**src/rtl/cursor_input_ctrl.sv**
```systemverilog
`default_nettype none
// ============================================================================
// Module      : cursor_input_ctrl
// Description : Button debounce, cursor ownership with hold-to-repeat and
//               board clamping, and reveal/flag command issue over a
//               valid/ready handshake to the game logic.
// Revision    : 1.0 - initial release
// ============================================================================
module cursor_input_ctrl #(
    parameter int DEBOUNCE_CYCLES = 1000000,
    parameter int REPEAT_DELAY    = 50000000,
    parameter int REPEAT_RATE     = 15000000,
    parameter int GRID_W          = 5,
    parameter int GRID_H          = 5,
    parameter int ORIGIN          = 1
) (
    input  logic       clk,
    input  logic       reset,
    input  logic       btn_up,
    input  logic       btn_down,
    input  logic       btn_left,
    input  logic       btn_right,
    input  logic       btn_reveal,
    input  logic       btn_flag,
    output logic [9:0] cursor_x,
    output logic [8:0] cursor_y,
    output logic       move_pulse,
    output logic       cmd_valid,
    input  logic       cmd_ready,
    output logic       cmd_flag,
    output logic [9:0] cmd_block
);

    localparam int NUM_BTN    = 6;
    localparam int BTN_UP     = 0;
    localparam int BTN_DOWN   = 1;
    localparam int BTN_LEFT   = 2;
    localparam int BTN_RIGHT  = 3;
    localparam int BTN_REVEAL = 4;
    localparam int BTN_FLAG   = 5;

    localparam int DB_W    = (DEBOUNCE_CYCLES > 1) ? $clog2(DEBOUNCE_CYCLES) : 1;
    localparam int RPT_MAX = (REPEAT_DELAY > REPEAT_RATE) ? REPEAT_DELAY : REPEAT_RATE;
    localparam int RPT_W   = (RPT_MAX > 1) ? $clog2(RPT_MAX) : 1;

    localparam logic [DB_W-1:0]  C_DB_LAST   = DB_W'(DEBOUNCE_CYCLES - 1);
    localparam logic [RPT_W-1:0] C_RPT_DELAY = RPT_W'(REPEAT_DELAY - 1);
    localparam logic [RPT_W-1:0] C_RPT_RATE  = RPT_W'(REPEAT_RATE - 1);

    localparam logic [9:0] C_X_MIN  = 10'(ORIGIN);
    localparam logic [9:0] C_X_MAX  = 10'(ORIGIN + GRID_W - 1);
    localparam logic [8:0] C_Y_MIN  = 9'(ORIGIN);
    localparam logic [8:0] C_Y_MAX  = 9'(ORIGIN + GRID_H - 1);
    localparam logic [9:0] C_GRID_W = 10'(GRID_W);

    typedef enum logic [1:0] {
        S_IDLE   = 2'd0,
        S_FIRST  = 2'd1,
        S_REPEAT = 2'd2
    } state_t;

    // ------------------------------------------------------------------
    // Synchronisers and per-button debounce
    // ------------------------------------------------------------------
    logic [NUM_BTN-1:0] btn_raw;
    logic [NUM_BTN-1:0] sync1_q;
    logic [NUM_BTN-1:0] sync2_q;
    logic [NUM_BTN-1:0] db_q;
    logic [NUM_BTN-1:0] db_d;

    assign btn_raw = {btn_flag, btn_reveal, btn_right, btn_left, btn_down, btn_up};

    always_ff @(posedge clk or negedge reset) begin
        if (!reset) begin
            sync1_q <= '0;
            sync2_q <= '0;
            db_q    <= '0;
        end else begin
            sync1_q <= btn_raw;
            sync2_q <= sync1_q;
            db_q    <= db_d;
        end
    end

    generate
        for (genvar gi = 0; gi < NUM_BTN; gi++) begin : g_debounce
            logic [DB_W-1:0] cnt_q;
            logic [DB_W-1:0] cnt_d;
            logic            lvl_d;

            // Counter only survives while the synced level disagrees; the
            // level flips on the DEBOUNCE_CYCLES-th consecutive disagreement.
            always_comb begin
                cnt_d = '0;
                lvl_d = db_q[gi];
                if (sync2_q[gi] != db_q[gi]) begin
                    if (cnt_q == C_DB_LAST) begin
                        lvl_d = sync2_q[gi];
                    end else begin
                        cnt_d = cnt_q + DB_W'(1);
                    end
                end
            end

            always_ff @(posedge clk or negedge reset) begin
                if (!reset) begin
                    cnt_q <= '0;
                end else begin
                    cnt_q <= cnt_d;
                end
            end

            assign db_d[gi] = lvl_d;
        end
    endgenerate

    // ------------------------------------------------------------------
    // Direction select and clamped target position
    // ------------------------------------------------------------------
    logic       any_dir;
    logic [9:0] tgt_x;
    logic [8:0] tgt_y;
    logic       tgt_ok;

    assign any_dir = db_q[BTN_UP] | db_q[BTN_DOWN] | db_q[BTN_LEFT] | db_q[BTN_RIGHT];

    logic [9:0] cursor_x_q, cursor_x_d;
    logic [8:0] cursor_y_q, cursor_y_d;
    logic       move_pulse_q, move_pulse_d;

    always_comb begin
        tgt_x  = cursor_x_q;
        tgt_y  = cursor_y_q;
        tgt_ok = 1'b0;
        if (db_q[BTN_UP]) begin
            if (cursor_y_q > C_Y_MIN) begin
                tgt_y  = cursor_y_q - 9'd1;
                tgt_ok = 1'b1;
            end
        end else if (db_q[BTN_DOWN]) begin
            if (cursor_y_q < C_Y_MAX) begin
                tgt_y  = cursor_y_q + 9'd1;
                tgt_ok = 1'b1;
            end
        end else if (db_q[BTN_LEFT]) begin
            if (cursor_x_q > C_X_MIN) begin
                tgt_x  = cursor_x_q - 10'd1;
                tgt_ok = 1'b1;
            end
        end else if (db_q[BTN_RIGHT]) begin
            if (cursor_x_q < C_X_MAX) begin
                tgt_x  = cursor_x_q + 10'd1;
                tgt_ok = 1'b1;
            end
        end
    end

    // ------------------------------------------------------------------
    // Move / auto-repeat FSM
    // ------------------------------------------------------------------
    state_t           state_q, state_d;
    logic [RPT_W-1:0] rpt_cnt_q, rpt_cnt_d;
    logic             do_move;

    always_ff @(posedge clk or negedge reset) begin
        if (!reset) begin
            state_q   <= S_IDLE;
            rpt_cnt_q <= '0;
        end else begin
            state_q   <= state_d;
            rpt_cnt_q <= rpt_cnt_d;
        end
    end

    // Release wins over a coincident expiry so no move happens on release.
    always_comb begin
        state_d   = state_q;
        rpt_cnt_d = rpt_cnt_q;
        do_move   = 1'b0;
        case (state_q)
            S_IDLE: begin
                if (any_dir) begin
                    state_d   = S_FIRST;
                    rpt_cnt_d = C_RPT_DELAY;
                    do_move   = 1'b1;
                end
            end
            S_FIRST, S_REPEAT: begin
                if (!any_dir) begin
                    state_d   = S_IDLE;
                    rpt_cnt_d = '0;
                end else if (rpt_cnt_q == '0) begin
                    state_d   = S_REPEAT;
                    rpt_cnt_d = C_RPT_RATE;
                    do_move   = 1'b1;
                end else begin
                    rpt_cnt_d = rpt_cnt_q - RPT_W'(1);
                end
            end
            default: begin
                state_d   = S_IDLE;
                rpt_cnt_d = '0;
            end
        endcase
    end

    always_comb begin
        cursor_x_d   = cursor_x_q;
        cursor_y_d   = cursor_y_q;
        move_pulse_d = 1'b0;
        if (do_move && tgt_ok) begin
            cursor_x_d   = tgt_x;
            cursor_y_d   = tgt_y;
            move_pulse_d = 1'b1;
        end
    end

    always_ff @(posedge clk or negedge reset) begin
        if (!reset) begin
            cursor_x_q   <= C_X_MIN;
            cursor_y_q   <= C_Y_MIN;
            move_pulse_q <= 1'b0;
        end else begin
            cursor_x_q   <= cursor_x_d;
            cursor_y_q   <= cursor_y_d;
            move_pulse_q <= move_pulse_d;
        end
    end

    // ------------------------------------------------------------------
    // Command issue
    // ------------------------------------------------------------------
    logic [1:0] cmd_prev_q;
    logic       rev_rise;
    logic       flag_rise;
    logic [9:0] blk_col;
    logic [9:0] blk_row;
    logic [9:0] blk_idx;
    logic       cmd_valid_q, cmd_valid_d;
    logic       cmd_flag_q, cmd_flag_d;
    logic [9:0] cmd_block_q, cmd_block_d;

    assign rev_rise  = db_q[BTN_REVEAL] & ~cmd_prev_q[0];
    assign flag_rise = db_q[BTN_FLAG]   & ~cmd_prev_q[1];
    assign blk_col   = cursor_x_q - C_X_MIN;
    assign blk_row   = {1'b0, cursor_y_q} - {1'b0, C_Y_MIN};
    assign blk_idx   = blk_row * C_GRID_W + blk_col;

    // Edges are only taken when idle; the accept cycle itself drops them.
    always_comb begin
        cmd_valid_d = cmd_valid_q;
        cmd_flag_d  = cmd_flag_q;
        cmd_block_d = cmd_block_q;
        if (cmd_valid_q) begin
            if (cmd_ready) begin
                cmd_valid_d = 1'b0;
            end
        end else if (rev_rise || flag_rise) begin
            cmd_valid_d = 1'b1;
            cmd_flag_d  = ~rev_rise;
            cmd_block_d = blk_idx;
        end
    end

    always_ff @(posedge clk or negedge reset) begin
        if (!reset) begin
            cmd_prev_q  <= 2'b00;
            cmd_valid_q <= 1'b0;
            cmd_flag_q  <= 1'b0;
            cmd_block_q <= '0;
        end else begin
            cmd_prev_q  <= {db_q[BTN_FLAG], db_q[BTN_REVEAL]};
            cmd_valid_q <= cmd_valid_d;
            cmd_flag_q  <= cmd_flag_d;
            cmd_block_q <= cmd_block_d;
        end
    end

    assign cursor_x   = cursor_x_q;
    assign cursor_y   = cursor_y_q;
    assign move_pulse = move_pulse_q;
    assign cmd_valid  = cmd_valid_q;
    assign cmd_flag   = cmd_flag_q;
    assign cmd_block  = cmd_block_q;

endmodule
`default_nettype wire

```
**config.mk**
```make
export PLATFORM = sky130hd
export DESIGN_NAME = cursor_input_ctrl
export DESIGN_NICKNAME = d
export VERILOG_FILES = /design/src/rtl/cursor_input_ctrl.sv
export SDC_FILE = /design/constraint.sdc
export NUM_CORES = 1
export LEC_CHECK = 0
export ABC_CLOCK_PERIOD_IN_PS = 3300
export BUFFER_PORTS_ARGS = -buffer_cell sky130_fd_sc_hd__buf_2
export CORE_ASPECT_RATIO = 1.1
export CORE_MARGIN = 3
export CORE_UTILIZATION = 56
export CTS_CLUSTER_SIZE = 20
export DETAILED_ROUTE_END_ITERATION = 12
export HOLD_SLACK_MARGIN = 0.1
export PLACE_DENSITY = 0.76
export SLEW_MARGIN = 10
export SYNTH_ARGS = -nofsm -noshare
export SYNTH_HDL_FRONTEND = slang
export SYNTH_SLANG_ARGS = --single-unit
export TNS_END_PERCENT = 100
```
**constraint.sdc**
```tcl
create_clock -name clk -period 3.3 [get_ports clk]
set_input_delay 0.99 -clock clk [delete_from_list [all_inputs] [get_ports clk]]
set_output_delay 0.99 -clock clk [all_outputs]
set_load 0.01 [all_outputs]
```
==> reports/results.tsv, run 1 <==
stage	metric	value	unit
floorplanning	fp.coreArea	18700	µm²
synthesis	synth_top_cells_by_area	dfrtp_1, nor2_1, xnor2_1	
critical_path	critical_path_start_type	flip-flop	
sta	achievable-frequency	309	MHz
global_routing	gr-usage-all-layers	21.2	%
global_routing	busiest_layer	met2	
cts	htree_levels	4	
synthesis	postSynthNetCount	1184	
finish	post_route_cells_drive_above_1_share	13.1	%
power	areal_power_density_over_the_cells	387	nW/µm²
cts	cts.sinks	200	
run_status	outcome	finished, final reports clean	
power	power.ir.vdd_worst	0.000356	V
synthesis	netlist_cell_types	57	
synthesis	post_synth_most_frequent_cells	dfrtp_1, nor2_1, xnor2_1	
sta	worst_slew_margin_rel	50.4	%
synthesis	async_reset_ff_share	100	%
placement	post-dp-hpwl	15000	µm
sta	finalSetupViolCount	0	
floorplanning	initial_utilization	57.8	%
cts	hold_buffers	0	
placement	post-place-ws	-0.0387	ns
sta	min_period_over_period	98.0	%
synthesis	synth_sequential_area_ratio	46.4	%
synthesis	synth-seq-cells	200	
cts	cts.path.max_buffers	2	
global_routing	maximum_number_of_pins_on_one_net_before_global_route_repair	87	
finish	post_layout_nonfiller_instances	1438	
synthesis	leading_cell_type_by_number_of_instances_after_synthesis	dfrtp_1	
sta	period_minus_slack	3.24	ns
synthesis	synth_area_per_cell	9.57	µm²
global_routing	global_route_wire_length_before_repair	37000	µm
flow_run	max_cap_viol_count	0	
sta	setup_slack	0.0650	ns
finish	synth_to_layout_area_growth	12.8	%
power	power.leakage	5.53	nW
floorplanning	io_pins	41	
sta	final.setup_skew	0.0162	ns
placement	port_buffers	40	
placement	gp_routability_congestion	0.875	
cts	cts-buffers-inserted	17	
floorplanning	placement_rows	52	
floorplanning	dieArea	21000	µm²
worst_hold_path	worst_hold_path.num_cells	0	
drt	routed_wl	21500	µm
critical_path	path_max_fanout	4	
drt	route.antenna.remaining_nets	0	
sta	final-hold-violation-count	0	
global_routing	globalRouteOverflowTotal	0	
sta	slew_viol_final	0	
cts	clk_latency	0.43	ns
drt	post_drt_wl_per_cell	15.0	µm
synthesis	synthesis.instances	1127	
drt	firstDrtPassIters	4	
critical_path	worstPathRequired	3.60	ns
critical_path	timing_worst_setup_path_type	reg -> reg	
worst_hold_path	worst_hold_path_type	reg -> reg	
synthesis	netlist_area_before_placement	10800	µm²
synthesis	post-synth-top-area-fraction	45.9	%
drt	vias	8058	
cts	cts_root_buf	clkbuf_16	
drt	route.detailed.vias_per_inst	5.60	
synthesis	count_of_flip_flops_with_a_built_in_enable_after_synthesis	0	
global_routing	global_route.usage.met1	27.0	%
global_routing	globalRouteMet2Util	36.2	%
finish	finish.net_count	1240	
cts	cts.reportedPaths.clkPinSlew	0.08	ns
global_routing	grt.met3_usage	4.27	%
critical_path	critical_path_arrival	3.53	ns
floorplanning	chipHeight	152	µm
drt	drc	0	
finish	antenna_fix_cells	0	
finish	final_core_utilization	65.1	%
synthesis	synth_top_cell_by_area	dfrtp_1	
placement	numPlacedInstances	1405	
floorplanning	fp.dieW	138	µm
sta	tightest_slew	0.744	ns
sta	timing.hold.ws	0.350	ns
synthesis	synthesis.yosys.warnings	0	
global_routing	grt_pass1_vias	7918	
drt	drt_first_iter_violations	343	
critical_path	crit_path_end_kind	flip-flop	
global_routing	initial_antenna_violation_count	0	
cts	cts_tree	yes	
critical_path	number_of_cells_on_the_worst_reg_to_reg_path	13	
synthesis	postSynth.topFlopCell	dfrtp_1	
==> power breakdown <==
part,internal (mW),switching (mW)
clock network,1.14,0.956
logic,0.0361,0.0884
registers,2.47,0.0215
==> layer usage <==
| layer | part of all wire [%] | wire (µm) | vias up |
|---|---|---|---|
| met1 | 44 | 9530 | 3900 |
| met4 | 2.2 | 477 | 0 |
| met3 | 3.6 | 782 | 35 |
| met5 | 0 | 0 | - |
| met2 | 50 | 10700 | 147 |
| li1 | - | - | 3976 |
==> placed cells by master (no fill, tap or decap), types with 28 or more instances in the layout <==
cell / instances
dfrtp_1: 198
nand2_1: 54
o21ai_0: 57
buf_4: 29
nor3_1: 28
nor2_1: 185
inv_1: 58
xor2_1: 74
a21oi_1: 28
nand3_1: 57
xnor2_1: 79
ha_1: 35
buf_2: 39
==> state kept, by name, indices dropped and copies added, names as in the netlist <==
signal and count:
g_debounce.cnt_q 120, rpt_cnt_q 26, cmd_block 10, cursor_x 10, cursor_y 9, db_q 6, sync1_q 6, sync2_q 6
cmd_prev_q 2, state_q 2, cmd_flag 1, cmd_valid 1, move_pulse 1
==> path summary, 6_finish.rpt <==
check                             from                      end  slack [ns]
setup reg to reg           cursor_y[2]             cmd_block[9]        0.06
max in group asynchronous        reset            cmd_prev_q[0]        1.96
hold reg to reg             sync1_q[1]               sync2_q[1]        0.35
setup / recovery           cursor_y[2]             cmd_block[9]        0.06
hold / removal              sync1_q[1]               sync2_q[1]        0.35
min in group asynchronous        reset  g_debounce[2].cnt_q[18]        0.58
==> critical path: stages, from the launching register on <==
cell     delay (ns)
dfrtp_1        0.41
nor3_4         0.27
nor3b_4        0.26
xor2_1         0.11
ha_1           0.30
inv_1          0.06
fa_1           0.53
inv_1          0.04
ha_1           0.37
o21ai_2        0.19
nor2_2         0.08
o41ai_2        0.24
xnor2_1        0.16
o21ai_1        0.08
==> final cells by class <==
| type | count | area [µm²] |
|---|---|---|
| fillers | 1489 | 6510 |
| multi-input cells | 833 | 5550 |
| flip-flops and latches | 200 | 5010 |
| repair buffers | 72 | 487 |
| clock buffers | 17 | 425 |
| well taps | 243 | 304 |
| inverters | 59 | 221 |
| clock inverters | 14 | 165 |
==> cell families after synthesis <==
family / after synthesis / share of synthesized area [%]
mux: 18 / 1.83
flops: 200 / 46.4
simple gates: 468 / 21.4
xor+xnor: 155 / 12.7
compound gates: 144 / 8.17
buf+inv: 94 / 3.36
fa+ha+maj: 48 / 6.13
==> timing repair <==
| item | in CTS | in global routing |
|---|---|---|
| resized for setup | 11 | 15 |
| setup buffers | 1 | 1 |
| endpoints found under the setup margin | 1 | 2 |
| pin swaps | 7 | 4 |
==> metrics by stage <==
stage	setup TNS, ns	area, µm²	power [mW]
detailed placement	-0.0387	11400	2.67
global route	-0.0565	12200	4.90
floorplan	0	10800	2.59
finish	0	12200	4.71
global placement	0	11400	2.67
CTS	0	12100	4.77
Note: power is estimated with default switching activity, not from simulation.
==> inputs of run 2 (changes only) <==
--- a/config.mk
+++ b/config.mk
@@ -13,6 +13,7 @@
 export CTS_CLUSTER_SIZE = 20
 export DETAILED_ROUTE_END_ITERATION = 12
 export HOLD_SLACK_MARGIN = 0.1
+export MAX_ROUTING_LAYER = met4
 export PLACE_DENSITY = 0.76
 export SLEW_MARGIN = 10
 export SYNTH_ARGS = -nofsm -noshare
==> reports/results.tsv, run 2 (same netlist as run 1, synthesis figures left out) <==
stage	metric	value	unit	change
critical_path	worstPathRequired	3.59	ns	about the same
cts	cts.path.max_buffers	2		unchanged
sta	setup_slack	0.0733	ns	+0.00829 ns
drt	firstDrtPassIters	5		+1
critical_path	crit_path_end_kind	flip-flop		
floorplanning	placement_rows	52		unchanged
placement	post-place-ws	-0.0387	ns	unchanged
finish	final_core_utilization	65.2	%	about the same
floorplanning	initial_utilization	57.8	%	unchanged
run_status	outcome	finished, final reports clean		
drt	route.detailed.vias_per_inst	5.60		about the same
floorplanning	chipHeight	152	µm	unchanged
cts	cts.sinks	200		unchanged
drt	routed_wl	21500	µm	-0.14%
placement	gp_routability_congestion	0.889		+1.6%
finish	synth_to_layout_area_growth	12.8	%	about the same
cts	cts-buffers-inserted	17		unchanged
floorplanning	fp.dieW	138	µm	unchanged
floorplanning	io_pins	41		unchanged
finish	antenna_fix_cells	0		unchanged
cts	cts_root_buf	clkbuf_16		
finish	layout_common_cells	dfrtp_1, nor2_1, xnor2_1		
finish	largest_register	g_debounce.cnt_q		
drt	vias	8050		-0.099%
drt	post_drt_wl_per_cell	14.9	µm	-0.14%
placement	post-dp-hpwl	15000	µm	unchanged
cts	cts_tree	yes		
cts	htree_levels	4		unchanged
cts	cts.reportedPaths.clkPinSlew	0.08	ns	about the same
finish	most_common_cell_after_layout_fill_and_taps_aside	dfrtp_1		
power	power.leakage	5.53	nW	about the same
cts	hold_buffers	0		unchanged
floorplanning	dieArea	21000	µm²	unchanged
global_routing	gr-usage-all-layers	21.8	%	+0.65 points
sta	achievable-frequency	310	MHz	+0.26%
critical_path	timing_worst_setup_path_type	reg -> reg		
floorplanning	fp.coreArea	18700	µm²	unchanged
placement	numPlacedInstances	1405		unchanged
drt	route.antenna.remaining_nets	0		unchanged
sta	worst_slew_margin_rel	49.3	%	-1.1 points
global_routing	initial_antenna_violation_count	0		unchanged
sta	final-hold-violation-count	0		unchanged
global_routing	globalRouteOverflowTotal	0		unchanged
sta	tightest_slew	0.759	ns	+0.0148 ns
critical_path	critical_path_start_type	flip-flop		
critical_path	worstReg2RegStart	cursor_y[2]		
critical_path	critical_path.reg2reg.endpoint	cmd_block[9]		
power	areal_power_density_over_the_cells	387	nW/µm²	-0.15%
critical_path	number_of_cells_on_the_worst_reg_to_reg_path	13		unchanged
finish	post_layout_nonfiller_instances	1438		unchanged
critical_path	critPathLaunch	cursor_y[2]		
global_routing	grt_pass1_vias	7909		-0.11%
critical_path	path_max_fanout	4		unchanged
flow_run	max_cap_viol_count	0		unchanged
critical_path	critical_path_arrival	3.52	ns	about the same
global_routing	global_route_wire_length_before_repair	37000	µm	unchanged
sta	min_period_over_period	97.8	%	-0.25 points
critical_path	regToRegSetupSlack	0.07	ns	about the same
finish	largest_register_ffs	120		unchanged
sta	final.setup_skew	0.0144	ns	-0.00184 ns
power	post-layout-total-power	4.71	mW	-0.11%
sta	slew_viol_final	0		unchanged
finish	finish.net_count	1240		unchanged
critical_path	critical_path.endpoint	cmd_block[9]		
finish	post_route_cells_drive_above_1_share	13.1	%	+0.084 points
global_routing	maximum_number_of_pins_on_one_net_before_global_route_repair	87		unchanged
finish	reg_top3	g_debounce.cnt_q (120), rpt_cnt_q (26)		
worst_hold_path	worst_hold_path_type	reg -> reg		
placement	port_buffers	40		unchanged
sta	finalSetupViolCount	0		unchanged
cts	clk_latency	0.43	ns	about the same
power	power.ir.vdd_worst	0.000355	V	-0.24%
drt	drt_first_iter_violations	352		+2.6%
sta	setup_tns	0	ns	unchanged
sta	period_minus_slack	3.23	ns	-0.00829 ns
drt	drc	0		unchanged
==> run 2: changes by cell type in the layout (fill, tap and decap cells not counted) <==
cell    delta
nor3_1     -1
nor3_2     +1
==> run 2: layout make-up <==
class | count | area (µm²)
fill | 1489 | 6510
multi-input combinational | 833 | 5560
sequential | 200 | 5010
timing repair buffer | 72 | 487
clock buffer | 17 | 425
tap | 243 | 304
inverter | 59 | 221
clock inverter | 14 | 165
==> run 2: how the worst min path moves through the flow <==
stage,slack (ns),depth (start not counted),end,start
after floorplan,0.33,0,sync2_q[0],sync1_q[0]
after global routing,0.36,0,sync2_q[1],sync1_q[1]
after detailed placement,0.33,0,sync2_q[1],sync1_q[1]
after global placement,0.33,0,sync2_q[3],sync1_q[3]
after CTS,0.35,0,sync2_q[1],sync1_q[1]
final,0.35,0,sync2_q[1],sync1_q[1]
==> run 2: routing by layer <==
metal	share of wire, %	routed length (µm)	GRT usage, %
met5	0	0	-
met2	50	10700	36.2
met4	2.3	487	7.86
met3	3.7	791	4.43
met1	44	9490	26.9
==> run 2: critical path, cell delays in order, from the launching register on <==
cell and delay, ns:
dfrtp_1 0.41, nor3_4 0.26, nor3b_4 0.25, xor2_1 0.11, ha_1 0.30, inv_1 0.06, fa_1 0.54, inv_1 0.04
ha_1 0.37, o21ai_2 0.19, nor2_2 0.08, o41ai_2 0.24, xnor2_1 0.16, o21ai_1 0.08
==> run 2: what timing repair did <==
action | in CTS | in global routing
gates cloned | 0 | 0
resized for setup | 11 | 16
setup buffers | 1 | 1
pin swaps | 7 | 4
setup endpoints to repair | 1 | 2
==> run 2: metrics by stage <==
step | cell area (µm²) | hold slack, ns
floorplan | 10800 | 0.331
global placement | 11400 | 0.331
detailed placement | 11400 | 0.335
CTS | 12100 | 0.351
global route | 12200 | 0.359
finish | 12200 | 0.350
==> run 2: power by group <==
part           internal [mW]  switching, mW  leakage, nW  total [mW]
Sequential              2.47         0.0216         2.74        2.50
Clock                   1.14          0.951        0.286        2.09
Combinational         0.0361         0.0883         2.50       0.124
Total                   3.65           1.06         5.53        4.71
==> inputs of run 3 (changes only) <==
==> constraint.sdc (replaced) <==
create_clock -name clk -period 3.3 [get_ports clk]
set_input_delay 0.495 -clock clk [delete_from_list [all_inputs] [get_ports clk]]
set_output_delay 0.495 -clock clk [all_outputs]
set_load 0.01 [all_outputs]
==> reports/results.tsv, run 3 (same netlist as run 1, synthesis figures left out) <==
stage	metric	value	unit	change
run_status	outcome	finished, violations left		
run_status	violations	setup timing		
sta	rsz0062_at_grt	true		
sta	finalSetupViolCount	1		+1
flow_run	max_cap_viol_count	0		unchanged
finish	final_core_utilization	65.0	%	-0.12 points
finish	finish.net_count	1237		-0.24%
finish	reg_top3	g_debounce.cnt_q (120), rpt_cnt_q (26)		
global_routing	global_route_wire_length_before_repair	36600	µm	-1.0%
critical_path	crit_path_end_kind	flip-flop		
cts	cts.reportedPaths.clkPinSlew	0.08	ns	about the same
floorplanning	io_pins	41		unchanged
finish	fin_area	12100	µm²	-0.18%
finish	most_common_cell_after_layout_fill_and_taps_aside	dfrtp_1		
cts	cts_root_buf	clkbuf_16		
floorplanning	fp.dieW	138	µm	unchanged
power	areal_power_density_over_the_cells	394	nW/µm²	+1.9%
cts	clk_latency	0.44	ns	about the same
critical_path	critical_path_arrival	3.62	ns	+0.10 ns
finish	layout_common_cells	dfrtp_1, nor2_1, xnor2_1		
drt	drt_first_iter_violations	359		+2.0%
critical_path	timing.critical_path.slowest_cell_delay	0.54	ns	about the same
placement	gp_routability_congestion	0.927		+4.2%
sta	final-hold-violation-count	0		unchanged
floorplanning	fp.coreArea	18700	µm²	unchanged
sta	achievable-frequency	301	MHz	-3.0%
drt	firstDrtPassIters	4		-1
sta	min_period_over_period	101	%	+3.0 points
finish	post_route_cells_drive_above_1_share	12.7	%	-0.48 points
drt	post_drt_wl_per_cell	15.0	µm	+0.19%
power	power.ir.vdd_worst	0.000333	V	-6.2%
global_routing	maximum_number_of_pins_on_one_net_before_global_route_repair	85		-2.3%
sta	slew_viol_final	0		unchanged
critical_path	critical-path-top-delay-family	adder cells		
drt	drc	0		unchanged
cts	cts.path.max_buffers	2		unchanged
power	post-layout-total-power	4.79	mW	+1.7%
sta	worst_slew_margin_rel	50.0	%	+0.67 points
finish	antenna_fix_cells	0		unchanged
finish	largest_register_ffs	120		unchanged
placement	numPlacedInstances	1402		-0.21%
cts	htree_levels	4		unchanged
critical_path	critical_path.n_buffers_inverters	5		+3
drt	routed_wl	21500	µm	about the same
placement	port_buffers	40		unchanged
cts	cts.sinks	200		unchanged
drt	route.detailed.vias_per_inst	5.64		+0.84%
drt	vias	8106		+0.70%
placement	post-dp-hpwl	14800	µm	-1.4%
sta	tightest_slew	0.749	ns	-0.0100 ns
sta	setup_slack	-0.0261	ns	-0.0994 ns
critical_path	critical-path-slowest-cell	fa_1		
global_routing	gr-usage-all-layers	21.5	%	-0.31 points
cts	cts_tree	yes		
finish	largest_register	g_debounce.cnt_q		
global_routing	grt_pass1_vias	7887		-0.28%
floorplanning	placement_rows	52		unchanged
critical_path	path_common_cell	inv_1		
finish	filler_cell_count	1477		-0.81%
critical_path	cp_cell_sequence	inv_1 > ha_4 > inv_1 > ha_1 > inv_1 > fa_1 > inv_1 > ha_4 > buf_4 > a21oi_1 > o21bai_1 > a31oi_1 > mux2i_1 > o311ai_1		
floorplanning	dieArea	21000	µm²	unchanged
critical_path	worstPathRequired	3.59	ns	about the same
critical_path	critical_path_start_type	flip-flop		
placement	post_dp_cell_area	11400	µm²	-0.42%
finish	synth_to_layout_area_growth	12.6	%	
drt	route.antenna.remaining_nets	0		unchanged
critical_path	path_max_fanout	2		-2
floorplanning	initial_utilization	57.8	%	unchanged
cts	cts-buffers-inserted	17		unchanged
sta	period_minus_slack	3.33	ns	+0.0994 ns
sta	final.setup_skew	0.0114	ns	-0.00298 ns
floorplanning	chipHeight	152	µm	unchanged
power	power.leakage	5.52	nW	-0.25%
finish	post_layout_nonfiller_instances	1436		-0.14%
global_routing	initial_antenna_violation_count	0		unchanged
critical_path	timing_worst_setup_path_type	reg -> reg		
worst_hold_path	worst_hold_path_type	in -> reg		
global_routing	globalRouteOverflowTotal	0		unchanged
## run 3: cell count changes in the layout (fill, tap and decap cells not counted), moves of 2 or more
| cell | delta |
|---|---|
| buf_12 | -2 |
| buf_4 | -2 |
| inv_6 | -2 |
| nor3_1 | +2 |
| nor3_2 | -2 |
## run 3: area by class of cell
class	instances	area, µm²	area share (%)
repair buffers	69	442	3.64
flip-flops and latches	200	5010	41.2
well taps	243	304	2.50
multi-input cells	833	5550	45.7
inverters	59	221	1.82
clock inverters	15	194	1.60
clock buffers	17	425	3.50
## run 3: routing by layer
layer,track usage [%],vias to the layer above,wire (µm),part of all wire (%)
met5,-,-,0,0
met4,8.05,0,496,2.3
met3,3.52,33,655,3.0
met2,35.1,153,10600,49
met1,27.5,3959,9710,45
li1,-,3961,-,-
## run 3: metrics by stage
step	setup TNS [ns]	hold slack (ns)	setup slack, ns
2_1_floorplan	0	0.199	0.0175
3_3_place_gp	0	0.334	0.0676
3_5_place_dp	-0.0375	0.336	-0.0226
4_1_cts	0	0.151	0.0132
5_1_grt	-0.0860	0.146	-0.0645
6_report	-0.0261	0.166	-0.0261
## run 3: what timing repair did
action / in CTS / in global routing
gates resized for setup: 6 / 17
endpoints found under the setup margin: 2 / 3
pin swaps: 6 / 4
buffers inserted: 1 / 0
hold buffers: 1 / 0
hold endpoints to repair: 60 / 0
## run 3: worst paths after layout
kind,start,to,slack (ns),depth (start not counted)
max in group asynchronous,reset,g_debounce[5].cnt_q[3],1.88,3
max,cursor_y[0],cmd_block[8],-0.03,14
min in group asynchronous,reset,g_debounce[2].cnt_q[4],0.61,2
min reg2reg,sync1_q[3],sync2_q[3],0.35,0
min,btn_right,sync1_q[3],0.17,1
max reg2reg,cursor_y[0],cmd_block[8],-0.03,14
## run 3: report_power, final
group          total (mW)  switching [mW]  leakage, nW  internal (mW)
registers            2.50          0.0218         2.74           2.47
clock network        2.17           0.958        0.295           1.21
logic               0.120          0.0877         2.48         0.0324
total                4.79            1.07         5.52           3.72
